## src/rtl/fifo_request_arbiter_pkg.sv

```systemverilog
// Shared definitions for the FIFO request arbiter: FSM state encoding and a
// constant clog2 helper used to size pointer fields.
package fifo_request_arbiter_pkg;

   typedef enum logic [1:0] {
      ST_IDLE  = 2'd0,
      ST_ISSUE = 2'd1,
      ST_ACK   = 2'd2
   } arb_state_t;

   // Ceiling log2 for parameter elaboration; returns at least 1 so a pointer
   // field never collapses to zero width.
   function automatic int clog2_f(input int value);
      int result;
      int remaining;
      result    = 0;
      remaining = value - 1;
      for (int i = 0; i < 32; i++) begin
         if (remaining > 0) begin
            result    = result + 1;
            remaining = remaining >> 1;
         end
      end
      if (result < 1) begin
         result = 1;
      end
      return result;
   endfunction

endpackage

```

## src/rtl/fifo_request_arbiter_if.sv

```systemverilog
// Bus bundle between the producers / fifo_queue and the arbiter.
//   slave  : arbiter view (consumes producer requests and the FIFO ack)
//   master : environment view (producers, fifo_queue, monitors)
// Signals:
//   request_packed_in        producer i data at [i*W +: W]
//   request_valid_packed_in  producer valid bits
//   issue_ack_packed_out     one-hot, one-cycle ack back to producers
//   request_out              entry to fifo_queue request_in
//   request_valid_out        to fifo_queue request_valid_in
//   issue_ack_in             from fifo_queue issue_ack_out
//   grant_index_out          current / last granted producer
//   busy_out                 high while in ISSUE or ACK
interface fifo_request_arbiter_if #(
   parameter int NUM_REQUESTER               = 4,
   parameter int REQUESTER_PTR_WIDTH_IN_BITS = 2,
   parameter int SINGLE_ENTRY_WIDTH_IN_BITS  = 64
);
   logic [NUM_REQUESTER*SINGLE_ENTRY_WIDTH_IN_BITS-1:0] request_packed_in;
   logic [NUM_REQUESTER-1:0]                            request_valid_packed_in;
   logic [NUM_REQUESTER-1:0]                            issue_ack_packed_out;
   logic [SINGLE_ENTRY_WIDTH_IN_BITS-1:0]               request_out;
   logic                                                request_valid_out;
   logic                                                issue_ack_in;
   logic [REQUESTER_PTR_WIDTH_IN_BITS-1:0]              grant_index_out;
   logic                                                busy_out;

   modport slave (
      input  request_packed_in,
      input  request_valid_packed_in,
      input  issue_ack_in,
      output issue_ack_packed_out,
      output request_out,
      output request_valid_out,
      output grant_index_out,
      output busy_out
   );

   modport master (
      output request_packed_in,
      output request_valid_packed_in,
      output issue_ack_in,
      input  issue_ack_packed_out,
      input  request_out,
      input  request_valid_out,
      input  grant_index_out,
      input  busy_out
   );
endinterface

```

## src/rtl/fifo_request_arbiter_rr_priority_select.sv

```systemverilog
// Combinational round-robin priority select.
// Ports:
//   valid_in          request vector
//   last_grant_ptr_in index granted most recently
//   sel_out           first set bit scanning upward from last_grant_ptr_in+1
//   any_valid_out     at least one valid bit set
module rr_priority_select #(
   parameter int NUM_REQUESTER               = 4,
   parameter int REQUESTER_PTR_WIDTH_IN_BITS = 2
) (
   input  logic [NUM_REQUESTER-1:0]               valid_in,
   input  logic [REQUESTER_PTR_WIDTH_IN_BITS-1:0] last_grant_ptr_in,
   output logic [REQUESTER_PTR_WIDTH_IN_BITS-1:0] sel_out,
   output logic                                   any_valid_out
);

   // Offsets are visited from farthest to nearest so the nearest valid
   // candidate is the last to write sel_out. Wrap uses an explicit compare
   // so non-power-of-two requester counts work.
   always_comb begin
      int                                   idx;
      logic [REQUESTER_PTR_WIDTH_IN_BITS-1:0] idx_p;
      sel_out       = '0;
      any_valid_out = 1'b0;
      for (int off = NUM_REQUESTER; off >= 1; off--) begin
         idx = int'(last_grant_ptr_in) + off;
         if (idx >= NUM_REQUESTER) begin
            idx = idx - NUM_REQUESTER;
         end
         idx_p = REQUESTER_PTR_WIDTH_IN_BITS'(idx);
         if (valid_in[idx_p]) begin
            sel_out       = idx_p;
            any_valid_out = 1'b1;
         end
      end
   end

endmodule

```

## src/rtl/fifo_request_arbiter.sv

```systemverilog
// Round-robin arbiter sharing one fifo_queue write port among producers.
// Ports:
//   clk_in    clock, all logic on posedge
//   reset_in  synchronous active-low reset
//   arb_bus   producer / FIFO bundle (slave modport), all outputs registered
//
// state    | meaning
// ---------+------------------------------------------------------------
// ST_IDLE  | arbitrate; latch the selected entry and raise request_valid_out
// ST_ISSUE | hold the latched entry until the FIFO acks
// ST_ACK   | one-cycle ack to the granted producer; no arbitration
module fifo_request_arbiter
   import fifo_request_arbiter_pkg::*;
#(
   parameter int NUM_REQUESTER               = 4,
   parameter int REQUESTER_PTR_WIDTH_IN_BITS = clog2_f(NUM_REQUESTER),
   parameter int SINGLE_ENTRY_WIDTH_IN_BITS  = 64
) (
   input  logic                  clk_in,
   input  logic                  reset_in,
   fifo_request_arbiter_if.slave arb_bus
);

   localparam int W  = SINGLE_ENTRY_WIDTH_IN_BITS;
   localparam int PW = REQUESTER_PTR_WIDTH_IN_BITS;

   arb_state_t             state_q, state_d;
   logic [W-1:0]           req_q, req_d;
   logic                   rv_q, rv_d;
   logic [NUM_REQUESTER-1:0] ack_q, ack_d;
   logic [PW-1:0]          grant_q, grant_d;
   logic [PW-1:0]          last_ptr_q, last_ptr_d;
   logic                   busy_q, busy_d;

   logic [PW-1:0]          sel;
   logic                   any_valid;

   rr_priority_select #(
      .NUM_REQUESTER               (NUM_REQUESTER),
      .REQUESTER_PTR_WIDTH_IN_BITS (PW)
   ) u_select (
      .valid_in          (arb_bus.request_valid_packed_in),
      .last_grant_ptr_in (last_ptr_q),
      .sel_out           (sel),
      .any_valid_out     (any_valid)
   );

   always_ff @(posedge clk_in) begin
      if (!reset_in) begin
         state_q    <= ST_IDLE;
         req_q      <= '0;
         rv_q       <= 1'b0;
         ack_q      <= '0;
         grant_q    <= '0;
         last_ptr_q <= PW'(NUM_REQUESTER - 1);
         busy_q     <= 1'b0;
      end else begin
         state_q    <= state_d;
         req_q      <= req_d;
         rv_q       <= rv_d;
         ack_q      <= ack_d;
         grant_q    <= grant_d;
         last_ptr_q <= last_ptr_d;
         busy_q     <= busy_d;
      end
   end

   always_comb begin
      state_d = state_q;
      case (state_q)
         ST_IDLE:  if (any_valid)            state_d = ST_ISSUE;
         ST_ISSUE: if (arb_bus.issue_ack_in) state_d = ST_ACK;
         ST_ACK:                             state_d = ST_IDLE;
         default:                            state_d = ST_IDLE;
      endcase
   end

   // Computes the next value of every registered output.
   always_comb begin
      req_d      = req_q;
      rv_d       = rv_q;
      ack_d      = ack_q;
      grant_d    = grant_q;
      last_ptr_d = last_ptr_q;
      case (state_q)
         ST_IDLE: begin
            rv_d = 1'b0;
            if (any_valid) begin
               req_d   = arb_bus.request_packed_in[int'(sel)*W +: W];
               rv_d    = 1'b1;
               grant_d = sel;
            end
         end
         ST_ISSUE: begin
            if (arb_bus.issue_ack_in) begin
               rv_d           = 1'b0;
               ack_d          = '0;
               ack_d[grant_q] = 1'b1;
               last_ptr_d     = grant_q;
            end
         end
         ST_ACK: begin
            ack_d = '0;
         end
         default: begin
            rv_d  = 1'b0;
            ack_d = '0;
         end
      endcase
      busy_d = (state_d == ST_ISSUE) || (state_d == ST_ACK);
   end

   assign arb_bus.request_out          = req_q;
   assign arb_bus.request_valid_out    = rv_q;
   assign arb_bus.issue_ack_packed_out = ack_q;
   assign arb_bus.grant_index_out      = grant_q;
   assign arb_bus.busy_out             = busy_q;

endmodule

```

## src/flat_wrapper.sv

```systemverilog
// flat-port wrapper written by rule: the top's interface ports become plain ports
module fifo_request_arbiter_flat import fifo_request_arbiter_pkg::*;
#(
   parameter int NUM_REQUESTER               = 4,
   parameter int REQUESTER_PTR_WIDTH_IN_BITS = clog2_f(NUM_REQUESTER),
   parameter int SINGLE_ENTRY_WIDTH_IN_BITS  = 64
)
  (clk_in, reset_in, arb_bus_request_packed_in, arb_bus_request_valid_packed_in, arb_bus_issue_ack_in, arb_bus_issue_ack_packed_out, arb_bus_request_out, arb_bus_request_valid_out, arb_bus_grant_index_out, arb_bus_busy_out);
  fifo_request_arbiter_if #(.NUM_REQUESTER(NUM_REQUESTER), .REQUESTER_PTR_WIDTH_IN_BITS(REQUESTER_PTR_WIDTH_IN_BITS), .SINGLE_ENTRY_WIDTH_IN_BITS(SINGLE_ENTRY_WIDTH_IN_BITS)) arb_bus_i ();
  input  logic clk_in;
  input  logic reset_in;
  input wire logic [$bits(arb_bus_i.request_packed_in)-1:0] arb_bus_request_packed_in;
  input wire logic [$bits(arb_bus_i.request_valid_packed_in)-1:0] arb_bus_request_valid_packed_in;
  input wire logic [$bits(arb_bus_i.issue_ack_in)-1:0] arb_bus_issue_ack_in;
  output wire logic [$bits(arb_bus_i.issue_ack_packed_out)-1:0] arb_bus_issue_ack_packed_out;
  output wire logic [$bits(arb_bus_i.request_out)-1:0] arb_bus_request_out;
  output wire logic [$bits(arb_bus_i.request_valid_out)-1:0] arb_bus_request_valid_out;
  output wire logic [$bits(arb_bus_i.grant_index_out)-1:0] arb_bus_grant_index_out;
  output wire logic [$bits(arb_bus_i.busy_out)-1:0] arb_bus_busy_out;
  assign arb_bus_i.request_packed_in = arb_bus_request_packed_in;
  assign arb_bus_i.request_valid_packed_in = arb_bus_request_valid_packed_in;
  assign arb_bus_i.issue_ack_in = arb_bus_issue_ack_in;
  assign arb_bus_issue_ack_packed_out = arb_bus_i.issue_ack_packed_out;
  assign arb_bus_request_out = arb_bus_i.request_out;
  assign arb_bus_request_valid_out = arb_bus_i.request_valid_out;
  assign arb_bus_grant_index_out = arb_bus_i.grant_index_out;
  assign arb_bus_busy_out = arb_bus_i.busy_out;
  fifo_request_arbiter #(.NUM_REQUESTER(NUM_REQUESTER), .REQUESTER_PTR_WIDTH_IN_BITS(REQUESTER_PTR_WIDTH_IN_BITS), .SINGLE_ENTRY_WIDTH_IN_BITS(SINGLE_ENTRY_WIDTH_IN_BITS)) u_core (.clk_in(clk_in), .reset_in(reset_in), .arb_bus(arb_bus_i));
endmodule
```

## config.mk

```make
export PLATFORM = sky130hd
export DESIGN_NAME = fifo_request_arbiter_flat
export DESIGN_NICKNAME = d
export VERILOG_FILES = /design/src/rtl/fifo_request_arbiter_pkg.sv /design/src/rtl/fifo_request_arbiter_if.sv /design/src/rtl/fifo_request_arbiter_rr_priority_select.sv /design/src/rtl/fifo_request_arbiter.sv /design/src/flat_wrapper.sv
export SDC_FILE = /design/constraint.sdc
export NUM_CORES = 1
export LEC_CHECK = 0
export CORE_AREA = 5 5 125 127
export CTS_BUF_LIST = sky130_fd_sc_hd__clkbuf_2
export CTS_CLUSTER_DIAMETER = 120
export CTS_CLUSTER_SIZE = 20
export DETAILED_ROUTE_END_ITERATION = 10
export DIE_AREA = 0 0 130 132
export MAX_ROUTING_LAYER = met4
export PLACE_DENSITY = 0.85
export SYNTH_ARGS = -nofsm -noshare
export SYNTH_HDL_FRONTEND = slang
export SYNTH_HIERARCHICAL = 1
export SYNTH_SLANG_ARGS = --single-unit
```

## constraint.sdc

```tcl
create_clock -name clk_in -period 1.8 [get_ports clk_in]
set_input_delay 0.36 -clock clk_in [delete_from_list [all_inputs] [get_ports clk_in]]
set_output_delay 0.36 -clock clk_in [all_outputs]
set_load 0.01 [all_outputs]
```

Word-level counts from Yosys, hierarchy flattened
Cells that the tools add are included.
{"block": "classes", "muxes": 30, "shifts": 1, "eq_ne": 5, "addsub": 8, "n_bitwise": 2, "order_cmp": 10, "n_reduce_logical": 7}
{"cell": "256-bit by 9-bit variable part select with 64-bit output", "n": 1}
{"cell": "2-bit two-way mux", "n": 10}
{"cell": "2-bit by 3-bit < comparator with 1-bit output (second input constant)", "n": 5}
{"cell": "1-bit two-way mux", "n": 11}
{"cell": "3-bit greater-or-equal comparator (second input constant)", "n": 3}
{"cell": "1-bit binary-select mux with 2-bit select", "n": 4}
{"cell": "4-bit case mux with 2 select lines", "n": 1}
{"cell": "2-bit AND reduction", "n": 4}
{"cell": "2-bit by 1-bit subtractor with 2-bit output (second input constant)", "n": 4}
{"cell": "2-bit by 2-bit adder with 3-bit output (second input constant)", "n": 2}
{"cell": "2-bit by 3-bit adder with 4-bit output (second input constant)", "n": 1}
{"cell": "2-bit by 1-bit equality test with 1-bit output (second input constant)", "n": 2}
{"cell": "2-bit equality test (second input constant)", "n": 2}
{"cell": "4-bit by 3-bit greater-or-equal comparator with 1-bit output (second input constant)", "n": 1}
{"cell": "4-bit two-way mux", "n": 1}
{"cell": "2-bit case mux with 2 select lines", "n": 1}
{"cell": "2-bit by 1-bit adder with 3-bit output (second input constant)", "n": 1}
{"cell": "1-bit case mux with 3 select lines", "n": 1}
{"cell": "1-bit demux with 2-bit select", "n": 1}
{"cell": "2-bit by 1-bit greater-or-equal comparator with 1-bit output (second input constant)", "n": 1}
{"cell": "2-bit logical NOT", "n": 1}
{"cell": "2-bit inequality test (second input constant)", "n": 1}
{"cell": "1-bit NOT", "n": 2}
{"cell": "1-bit logical AND", "n": 1}
{"cell": "1-bit logical OR", "n": 1}
{"block": "word_totals", "out_inout_bits": 72, "regBits": 76, "wordCells": 70, "inputBits": 263}

Depth between registers and ports, before layout
{"block": "logic_depth", "ltp_word": 13, "mapped_depth": 7, "ltp_nobuf": 5}

Cells and area by module
Netlist, hierarchy kept.
{"mod": "fifo_request_arbiter", "seq_area_each_um2": 1521.5, "area_per_inst_um2": 4031.4, "instances": 1, "cells_each": 269}
{"mod": "rr_priority_select", "seq_area_each_um2": 0.0, "area_per_inst_um2": 91.3, "instances": 1, "cells_each": 14}

Worst setup path after synthesis
No wires, ideal clock.
{"block": "synth_path", "kind": "input -> register", "from": "input arb_bus_request_valid_packed_in[2]", "to": "register u_core.req_q[0], in the netlist u_core/arb_bus.request_out[0]", "setup_ps": 117, "n_path_buf": 2, "stages": 7, "required_ps": 1683, "t_arrival_ps": 1810, "setup_slack_ps": -127, "path_cell_list": "and2b_1 -> a21oi_2 -> o221ai_2 -> buf_6 -> buf_6 -> mux4_2 -> a22o_1"}
{"block": "synth_between", "elab_chain_cells": 7, "elab_cells_between_ends": 18, "classes_between": "shift: 1; mux: 16; reduce/logical: 1"}
{"item": "start: declaration", "line_no": "flat_wrapper.sv:13", "source": "input wire logic [$bits(arb_bus_i.request_valid_packed_in)-1:0] arb_bus_request_valid_packed_in;"}
{"item": "1-bit binary-select mux with 2-bit select", "line_no": "fifo_request_arbiter_rr_priority_select.sv:31", "source": "if (valid_in[idx_p]) begin"}
{"item": "1-bit two-way mux (implied by the code)", "line_no": "fifo_request_arbiter_rr_priority_select.sv:31"}
{"item": "2-bit two-way mux (3 in series)", "line_no": "fifo_request_arbiter_rr_priority_select.sv:31"}
{"item": "2-bit two-way mux (*)", "line_no": "fifo_request_arbiter_rr_priority_select.sv:31"}
{"item": "named net u_core.sel[0]", "line_no": "fifo_request_arbiter.sv:35", "source": "logic [PW-1:0] sel;"}
{"item": "256-bit by 9-bit variable part select with 64-bit output (*)", "line_no": "fifo_request_arbiter.sv:89", "source": "req_d = arb_bus.request_packed_in[int'(sel)*W +: W];"}
{"item": "end signal: assignment", "line_no": "fifo_request_arbiter.sv:59", "source": "req_q <= req_d;"}
{"item": "end: declaration", "line_no": "fifo_request_arbiter.sv:28", "source": "logic [W-1:0] req_q, req_d;"}
The timed path passes the listed nets; every way through them passes the cells marked *. The select of a mux whose other input is x is not followed.
A chain may end at the register's enable or synchronous reset.

Final worst setup path
{"block": "layout_path", "from": "input arb_bus_request_valid_packed_in[2]", "to": "register u_core.req_q[63], in the netlist u_core/arb_bus.request_out[63]"}
Same word-level chain as after synthesis.

==> flow_summary_export.csv <==
group,metric,value,unit
outcome,status,"complete, but fails checks",
outcome,violations,"setup timing",
layout,design_area,7950,um2
layout,drive_gt1_share,22.7,%
power_and_ir_drop,switching_share,29.8,%
worst_setup_path,cp.required,2240,ps
worst_setup_path,crit_buf_inv,3,
placed_design,dp.cells,790,
global_route,grt_pass1_vias,4677,
timing,setup_tns,-12750,ps
timing,period_needed,2040,ps
synthesis,synth-compound-area-share,15.3,%
die,die_w,130,um
synthesis,yosys_warnings,6,
timing,hold_viol,0,
global_route,grt_max_degree,36,
timing,fin_ws,-238,ps
global_route,grt_pass1_wl,26.2,mm
synthesis,synthMuxAreaShare,36.7,%
timing,timing.final.crit_share,113,%
synthesis,synth_xor_xnor_area_share,0,%
detailed_routing,wl_per_cell,22.0,um
synthesis,synth-seq-cells,76,
power_and_ir_drop,p_per_area,619,nW/um2
power_and_ir_drop,power_frac_seq,40.8,%
power_and_ir_drop,ir_drop,0.399,mV
power_and_ir_drop,switchingPower,1.47,mW
layout,fill_cells,1218,
min_path,hold_path_end,"u_core/arb_bus.issue_ack_packed_out[1]",
min_path,hold_depth,2,
placed_design,pre_cts_ws,-755,ps
worst_setup_path,rr_startpoint,"u_core/last_ptr_q[1]",
die,io_pins,335,
power_and_ir_drop,clkPwrFrac,15.7,%
die,core-area,14300,um2
layout,fin_nets,892,
worst_setup_path,path_delay_family,"buffers and inverters",
run,drv_cap,0,
placed_design,portBuffers,334,
clock_tree,ctsHoldBuffers,0,
worst_setup_path,ff2ff_path_depth,7,
power_and_ir_drop,p_leak,3.26,nW
clock_tree,cts_htree_levels,3,
placed_design,place_area,7690,um2
die,die-height,132,um
layout,area_growth,92.7,%
power_and_ir_drop,comb_power_share,43.5,%
synthesis,syn_nets,546,
detailed_routing,wl,18.0,mm
clock_tree,cts_tree,"done",
layout,final_util,55.5,%
placed_design,dpl.hpwl,14.2,mm
worst_setup_path,r2r-end,"u_core/arb_bus.request_out[63]",
synthesis,yosysUniqueCellTypes,25,
global_route,antenna_found_initial,0,
synthesis,synth_area,4120,um2
clock_tree,cts_num_sinks,76,
clock_tree,path_clk_slew,200,ps
timing,slew_viol_final,0,
timing,finalHoldWorstSlack,468,ps
worst_setup_path,start_kind,"primary input",
worst_setup_path,path_cells,"clkdlybuf4s50_1 > and2b_1 > a21oi_4 > o221ai_4 > buf_6 > buf_12 > mux4_2 > a22o_1",
power_and_ir_drop,p_int,3.45,mW
synthesis,synth.avg_cell_area,14.6,um2
timing,clock_skew,12.9,ps
min_path,min_path_type,"reg -> reg",
layout,fin_cells,818,
worst_setup_path,r2r_setup_slack,-190,ps
synthesis,synth_top_family_by_area,"multiplexers",
timing,relSlewSlack,79.7,%
die,rows,44,
worst_setup_path,cp_max_fo,11,
worst_setup_path,path_class,"in -> reg",
detailed_routing,firstDrtPassIters,4,
clock_tree,cts_root_buffer,"clkbuf_2",
die,initial_utilization,28.8,%
synthesis,syn-instance-count,283,
detailed_routing,drt_iter0_markers,176,
worst_setup_path,slowest_delay,510,ps
timing,worst_pin_slew,296,ps
detailed_routing,drc,0,
timing,grt_setup_unrepaired,"true",
timing,setup_viol,64,
detailed_routing,via_per_inst,5.08,
worst_setup_path,slowest_stage,"mux4_2",
clock_tree,cts-buffers-inserted,9,
min_path,hp-start,"u_core/arb_bus.issue_ack_packed_out[1]",
power_and_ir_drop,power,4.91,mW
clock_tree,clkLatencyLatePin,530,ps
synthesis,yosysSeqAreaShare,36.9,%
synthesis,synth-adder-area-share,0,%
timing,fmax,491,MHz
synthesis,yosys.area_share.simple,4.31,%
die,dieArea,17200,um2
global_route,gr-usage-all-layers,20.6,%
placed_design,gp_congestion,0.860,
worst_setup_path,crit_arrival,2480,ps
clock_tree,ctsLongestPathBuffers,2,
worst_setup_path,crit_path_end_kind,"flop",
global_route,grt_overflow_total,0,
detailed_routing,ant_nets,0,
layout,diodes,0,
detailed_routing,vias,4156,
state kept, by name, indices dropped and copies added (netlist names):
| register | cells |
|---|---|
| u_core/arb_bus.busy_out | 1 |
| u_core/arb_bus.request_out | 64 |
| u_core/arb_bus.request_valid_out | 1 |
| u_core/arb_bus.grant_index_out | 2 |
| u_core/last_ptr_q | 2 |
| u_core/arb_bus.issue_ack_packed_out | 4 |
| u_core/state_q | 2 |
logic make-up (layout without fill, tap and decap cells):
kind of cell           Yosys count  count (layout)
DFF                             76              76
buffers and inverters           31             382
and+or+nand+nor                 31              31
muxes                           71              71
AOI/OAI and AO/OA               74              74
placed cells by master, fill, tap and decap left out, types with 2 or more instances in the layout:
cell type,Yosys,layout
clkdlybuf4s50_1,0,262
dlygate4sd2_1,0,71
mux4_2,64,64
a22o_1,64,64
dfxtp_1,76,48
dfxtp_2,0,25
buf_4,0,12
clkbuf_2,0,10
nor2_1,8,8
buf_12,0,8
nand2_1,7,7
mux2i_1,7,7
clkinv_2,0,4
buf_6,21,4
a21oi_1,5,4
clkbuf_16,0,3
nand2b_1,4,3
nor2b_1,4,3
dfxtp_4,0,3
buf_16,0,2
nand4b_1,2,2
inv_1,2,2
o21a_1,2,2
a21oi_4,0,2
repair_timing:
item,CTS,global route
setup endpoints to repair,136,65
gates cloned,2,3
gates resized for setup,108,5
setup buffers,7,0
pin swaps,1,3
power groups by stage:
| stage | sequential [mW] | clock (mW) | combinational (mW) |
|---|---|---|---|
| 6_report | 2.01 | 0.773 | 2.14 |
| 5_1_grt | 2.03 | 0.892 | 2.27 |
| 4_1_cts | 2.00 | 0.825 | 2.10 |
| 3_5_place_dp | 2.04 | 0 | 2.14 |
| 3_3_place_gp | 2.03 | 0 | 2.08 |
| 2_1_floorplan | 2.11 | 0 | 0.917 |
routing by layer:
metal | track usage, % | vias to the layer above | share of wire (%)
met4 | 5.54 | 0 | 2.4
met1 | 21.3 | 2037 | 35
met3 | 7.46 | 30 | 9.3
li1 | - | 1876 | -
met2 | 36.7 | 213 | 53
met5 | - | - | 0
synthesized netlist by cell type:
cell type  number  share of area, %
nor3b_4         1              0.46
o221ai_2        1              0.36
nand2b_1        4              0.61
nor2_1          8              0.73
dfxtp_1        76                37
nor3b_1         1              0.18
buf_6          21               5.7
a31oi_1         1              0.15
nand3b_1        1              0.18
nand4_1         1              0.15
a21oi_1         5              0.61
and2b_1         1              0.18
o21a_1          2              0.36
a21oi_2         1              0.21
inv_1           2              0.18
nand2_1         7              0.64
buf_1           1             0.091
and2_1          1              0.15
nand4b_1        2              0.42
a22o_1         64                14
mux2i_1         7               1.7
buf_2           6              0.73
clkbuf_1        1             0.091
nor2b_1         4              0.61
mux4_2         64                35
area by class of cell:
type                       count  area [um2]  share of cell area, %
clock buffer                  10        50.0                  0.630
multi-input combinational    176        2370                   29.8
timing repair buffer         364        3700                   46.5
inverter                       2        7.51                 0.0945
tap                          184         230                   2.90
sequential                    76        1560                   19.7
clock inverter                 6        31.3                  0.394
worst max-delay path by stage:
stage                                       start                        endpoint  slack, ps  depth (start not counted)
2_1_floorplan  arb_bus_request_valid_packed_in[2]   u_core/arb_bus.request_out[0]       -130                          7
3_3_place_gp   arb_bus_request_valid_packed_in[3]  u_core/arb_bus.request_out[57]       -690                          8
3_5_place_dp   arb_bus_request_valid_packed_in[1]  u_core/arb_bus.request_out[59]       -750                          7
4_1_cts                      u_core/last_ptr_q[1]  u_core/arb_bus.request_out[29]       -210                          7
5_1_grt                      u_core/last_ptr_q[1]  u_core/arb_bus.request_out[59]       -270                          7
6_report       arb_bus_request_valid_packed_in[2]  u_core/arb_bus.request_out[63]       -240                          8
worst register-to-register path: cells and delay by family, from the launching register on:
| kind | cells | cell delay (ps) |
|---|---|---|
| buffers and inverters | 2 | 370 |
| AND/OR/NAND/NOR | 1 | 130 |
| AO/OA/AOI/OAI | 3 | 500 |
| flip-flops | 1 | 410 |
| multiplexers | 1 | 510 |
Note: power is estimated with default switching activity, not from simulation.
